[src/rtl/mmio_pkg.sv]
// rtl/mmio_pkg.sv - register map constants for the memory-mapped I/O window
package mmio_pkg;

  localparam int         WINDOW_WORDS = 64;
  localparam logic [5:0] OFF_IN       = 6'h00;
  localparam logic [5:0] OFF_OUT      = 6'h10;
  localparam logic [5:0] OFF_EDGE     = 6'h20;
  localparam logic [5:0] OFF_CYCLES   = 6'h30;
  localparam logic [5:0] OFF_ID       = 6'h31;
  localparam logic [7:0] ID_TAG       = 8'hA5;

  // The upper two offset bits select a 16-word bank of the window.
  typedef enum logic [1:0] {
    BANK_IN   = 2'd0,
    BANK_OUT  = 2'd1,
    BANK_EDGE = 2'd2,
    BANK_MISC = 2'd3
  } bank_e;

endpackage

[src/rtl/mmio_in_channel.sv]
// rtl/mmio_in_channel.sv - one input channel: synchroniser, debounce, sticky rising-edge flags
module mmio_in_channel #(
  parameter int W        = 16,
  parameter int DEBOUNCE = 0
) (
  input  logic         clock,
  input  logic         reset,
  input  logic [W-1:0] pin,
  input  logic [W-1:0] w1c,
  output logic [W-1:0] value,
  output logic [W-1:0] edges
);

  logic [W-1:0] sync1;
  logic [W-1:0] sync2;
  logic [W-1:0] in_prev;

  always_ff @(posedge clock) begin
    if (reset) begin
      sync1 <= '0;
      sync2 <= '0;
    end else begin
      sync1 <= pin;
      sync2 <= sync1;
    end
  end

  if (DEBOUNCE == 0) begin : g_bypass
    always_ff @(posedge clock) begin
      if (reset) value <= '0;
      else       value <= sync2;
    end
  end else begin : g_debounce
    localparam int CW = $clog2(DEBOUNCE + 1);
    logic [W-1:0]  cand;
    logic [CW-1:0] cnt;

    // Any change restarts the count; acceptance happens once, on the cycle the
    // candidate has matched the synchroniser for DEBOUNCE further samples.
    always_ff @(posedge clock) begin
      if (reset) begin
        cand  <= '0;
        cnt   <= '0;
        value <= '0;
      end else if (sync2 != cand) begin
        cand <= sync2;
        cnt  <= '0;
      end else begin
        if (cnt != CW'(DEBOUNCE))     cnt   <= cnt + 1'b1;
        if (cnt == CW'(DEBOUNCE - 1)) value <= cand;
      end
    end
  end

  // Set is applied after the clear so a coincident edge survives the W1C.
  always_ff @(posedge clock) begin
    if (reset) begin
      in_prev <= '0;
      edges   <= '0;
    end else begin
      in_prev <= value;
      edges   <= (edges & ~w1c) | (value & ~in_prev);
    end
  end

endmodule

[src/rtl/mmio_io_bridge.sv]
// rtl/mmio_io_bridge.sv - memory-mapped I/O window in front of the data RAM
module mmio_io_bridge
  import mmio_pkg::*;
#(
  parameter logic [31:0] BASE_ADDR = 32'd4096,
  parameter int          N_IN      = 1,
  parameter int          N_OUT     = 1,
  parameter int          W         = 16,
  parameter int          DEBOUNCE  = 0,
  parameter logic [W-1:0] OUT_RESET = '0
) (
  input  logic               clock,
  input  logic               reset,
  input  logic [31:0]        address_dmem,
  input  logic               wren,
  input  logic [31:0]        data,
  output logic [31:0]        q_dmem,
  output logic               ram_wren,
  input  logic [31:0]        ram_q,
  input  logic [N_IN*W-1:0]  io_in,
  output logic [N_OUT*W-1:0] io_out
);

  logic [31:0] offset_full;
  logic [5:0]  offset;
  logic [3:0]  idx;
  bank_e       bank;
  logic        io_hit;
  logic        io_wr;

  // Unsigned subtraction makes addresses below the base wrap high and miss.
  assign offset_full = address_dmem - BASE_ADDR;
  assign io_hit      = offset_full < 32'(WINDOW_WORDS);
  assign offset      = offset_full[5:0];
  assign idx         = offset[3:0];
  assign bank        = bank_e'(offset[5:4]);
  assign io_wr       = wren & io_hit;
  assign ram_wren    = wren & ~io_hit;

  logic [W-1:0] in_val   [N_IN];
  logic [W-1:0] edge_val [N_IN];
  logic [W-1:0] out_reg  [N_OUT];
  logic [31:0]  cycle_count;
  logic [31:0]  rd_mux;
  logic [31:0]  rdata_q;
  logic         hit_q;
  logic         unused_data;

  assign unused_data = ^data;

  for (genvar i = 0; i < N_IN; i++) begin : g_in
    logic [W-1:0] w1c;
    assign w1c = (io_wr && bank == BANK_EDGE && idx == 4'(i)) ? data[W-1:0] : '0;

    mmio_in_channel #(.W(W), .DEBOUNCE(DEBOUNCE)) u_channel (
      .clock (clock),
      .reset (reset),
      .pin   (io_in[i*W +: W]),
      .w1c   (w1c),
      .value (in_val[i]),
      .edges (edge_val[i])
    );
  end

  always_ff @(posedge clock) begin
    for (int j = 0; j < N_OUT; j++) begin
      if (reset)                                             out_reg[j] <= OUT_RESET;
      else if (io_wr && bank == BANK_OUT && idx == 4'(j))    out_reg[j] <= data[W-1:0];
    end
  end

  for (genvar j = 0; j < N_OUT; j++) begin : g_out
    assign io_out[j*W +: W] = out_reg[j];
  end

  always_ff @(posedge clock) begin
    if (reset)                               cycle_count <= '0;
    else if (io_wr && offset == OFF_CYCLES)  cycle_count <= '0;
    else                                     cycle_count <= cycle_count + 32'd1;
  end

  always_comb begin
    rd_mux = '0;
    case (bank)
      BANK_IN:   for (int i = 0; i < N_IN; i++)  if (idx == 4'(i)) rd_mux = 32'(in_val[i]);
      BANK_OUT:  for (int j = 0; j < N_OUT; j++) if (idx == 4'(j)) rd_mux = 32'(out_reg[j]);
      BANK_EDGE: for (int i = 0; i < N_IN; i++)  if (idx == 4'(i)) rd_mux = 32'(edge_val[i]);
      BANK_MISC: begin
        if (offset == OFF_CYCLES)  rd_mux = cycle_count;
        else if (offset == OFF_ID) rd_mux = {ID_TAG, 4'(N_IN), 4'(N_OUT), 16'(W)};
      end
    endcase
  end

  // Registered alongside the synchronous RAM so both paths share one cycle of latency.
  always_ff @(posedge clock) begin
    if (reset) begin
      hit_q   <= 1'b0;
      rdata_q <= '0;
    end else begin
      hit_q   <= io_hit;
      rdata_q <= rd_mux;
    end
  end

  assign q_dmem = hit_q ? rdata_q : ram_q;

endmodule

[config.mk]
export PLATFORM = sky130hd
export DESIGN_NAME = mmio_io_bridge
export DESIGN_NICKNAME = d
export VERILOG_FILES = /design/src/rtl/mmio_pkg.sv /design/src/rtl/mmio_in_channel.sv /design/src/rtl/mmio_io_bridge.sv
export SDC_FILE = /design/constraint.sdc
export NUM_CORES = 1
export LEC_CHECK = 0
export ABC_AREA = 1
export CAP_MARGIN = 20
export CORE_MARGIN = 2
export CORE_UTILIZATION = 35
export CTS_BUF_LIST = sky130_fd_sc_hd__clkbuf_8 sky130_fd_sc_hd__clkbuf_16
export CTS_CLUSTER_DIAMETER = 100
export DETAILED_ROUTE_END_ITERATION = 16
export DONT_BUFFER_PORTS = 1
export PLACE_DENSITY = 0.53
export SLEW_MARGIN = 20
export SYNTH_ARGS = -nofsm -noshare
export SYNTH_HDL_FRONTEND = slang
export SYNTH_HIERARCHICAL = 1
export SYNTH_SLANG_ARGS = --single-unit
[constraint.sdc]
create_clock -name clock -period 2.6 [get_ports clock]
set_input_delay 0.26 -clock clock [delete_from_list [all_inputs] [get_ports clock]]
set_output_delay 0.26 -clock clock [all_outputs]
set_load 0.02 [all_outputs]
==> metrics.yaml <==
fin_crit_sh_pct: 83.5
ys_ff_latch: 161
start_util_pct: 35.5
p_comb_share_pct: 4.5
ys_types: 33
cts_buffers: 17
critical_path_class: "reg -> reg"
r2r_slack_ps: 430
maxCapViolCount: 0
cts_root_buf: "clkbuf_16"
p_switching_uw: 1250
cp_max_fo: 5
synth_area_um2: 6890
synth_top_cell_area_share_pct: 42.1
leakagePower_uw: 0.00291
rows: 51
drt_iter0_drc: 248
grt_pass1_vias: 4516
gp_congestion: 0.844
rsz0062_at_grt: "no"
setup_tns_ps: 0
pre_cts_ws_ps: 377
syn_nets: 964
ir_worst_vdd_uv: 479
htreeDepth: 4
cts_tree: "yes"
ant_nets: 0
grt_max_degree: 82
grt_usage_pct: 14.5
netSwitchingFraction_pct: 23.6
arrival_ps: 2470
final.setup.worst_slack_ps: 428
avgSynthCellArea_um2: 8.13
die_area_um2: 20800
post_cts_buffers: 0
relSlewSlack_pct: 58.3
hold_class: "in -> reg"
powerDensity_nw_per_um2: 676
wl_per_cell_um: 12.7
dp_hpwl_um: 10200
cts_resized: 0
setup_viol: 0
drt-total-wl_um: 14500
grt_pass1_wl_um: 23000
largestRegisters: "cycle_count: 32 flops, rdata_q: 32 flops"
status: "complete, no violations"
synth_edf_count: 16
clockBufferDepth: 2
yosysWarnings: 6
antenna_found_initial: 0
fp.dieH_um: 144
drc: 0
fin_crit_ps: 2170
hold_viol_final: 0
postCtsHoldBufs: 17
end_kind: "register"
finClkSkew_ps: 8.22
diodes: 0
clock_power_share_pct: 46.2
grt_overflow_total: 0
clkSinkCount: 161
die_w_um: 144
clk_pin_slew_ps: 70
yosysTopAreaCell: "dfxtp_1"
port_buffers: 0
insertion_delay_ps: 420
dr.pass1.iters: 7
worst_setup_path_start_kind: "register"
syn_inst: 848
synthTopCellsByArea: "dfxtp_1 (42%), nor2_1 (9.4%), inv_1 (8.9%)"
drv_slew: 0
core_um2: 19400
async_reset_ff_share_pct: 0
synth_most_common_cell: "nor2_1"
fin_nets: 981
max_freq_mhz: 460
vias: 4951
yosysSeqAreaShare_pct: 49.1
synth_common_cells: "nor2_1 (172), inv_1 (164), dfxtp_1 (145)"
ys.flop_type: "dfxtp_1"
crit_required_ps: 2900
tightest_slew_ps: 623
routed_via_density: 4.33
seqPwrFrac_pct: 49.3
drive_above_1_share_pct: 12.9
area.growth.synth_to_final_pct: 14.1
num_io_pins: 164
internal_power_uw: 4060
==> power groups by stage <==
stage                     Combinational [uW]  Clock, uW  Sequential [uW]
after CTS                                241       2530             2620
final                                    238       2450             2620
after global routing                     268       2640             2620
after detailed placement                 198          0             2670
after global placement                   196          0             2670
after floorplan                          202          0             2660
==> cells by family (layout without fill, tap and decap cells) <==
logic type               count (synthesis)  count (layout)  share of synthesized area, %
XOR/XNOR                                32              32                          4.07
AND/OR/NAND/NOR                        390             390                          25.8
multiplexers                            32              32                          5.23
adder cells (fa/ha/maj)                  1               1                         0.182
buffers and inverters                  194             224                          12.0
flip-flops                             161             161                          49.1
AO/OA/AOI/OAI                           38              38                          3.63
==> cell type report <==
type / instances / area [um^2]
inverters: 169 / 634
clock inverters: 11 / 88.8
repair buffers: 23 / 233
fillers: 2003 / 11500
clock buffers: 21 / 503
multi-input cells: 493 / 2690
flip-flops and latches: 161 / 3380
well taps: 265 / 332
==> path summary, 6_finish.rpt <==
| path | to | cells after the start | from |
|---|---|---|---|
| max reg2reg | cycle_count[30] | 11 | cycle_count[0] |
| min reg2reg | g_in[0].u_channel/value[9] | 2 | g_in[0].u_channel/sync2[9] |
| min | out_reg[0][3] | 2 | data[3] |
| max | cycle_count[30] | 11 | cycle_count[0] |
==> critical path: stages (launching register included) <==
cell and delay, ps:
dfxtp_1 380, ha_1 230, nand3_2 160, nor3_2 270
nand3_1 190, nor2_2 150, nand2_1 110, nor2_2 190
nand3_1 120, xor2_1 150, inv_1 50, nor2_1 30
==> cell usage in the layout (no fill, tap or decap), types with 16 or more instances in the layout <==
cell type and n:
nand3_1 43, mux2_2 32, nor2_1 172, nor3_1 16
xor2_1 26, dlygate4sd3_1 16, dfxtp_1 145, edfxtp_1 16
nand2_1 108, clkbuf_16 19, inv_1 165
==> stage by stage <==
stage          power, uW  instances  hold slack [ps]  cell area [um^2]  util, %
6_report            5310       1143             63.9              7860     40.5
5_1_grt             5530       1143             70.8              7860     40.5
4_1_cts             5390       1143             42.6              7860     40.5
3_5_place_dp        2870       1094              340              7080     36.5
3_3_place_gp        2870       1094              340              7080     36.5
2_1_floorplan       2860        848              367              6890        -
==> routing by layer <==
layer	GRT usage [%]	share of wire (%)
met5	0	0
met2	23.2	48
met3	5.63	6.6
met1	17.8	44
met4	4.91	1.3
Power figures use the tool's default switching activity.
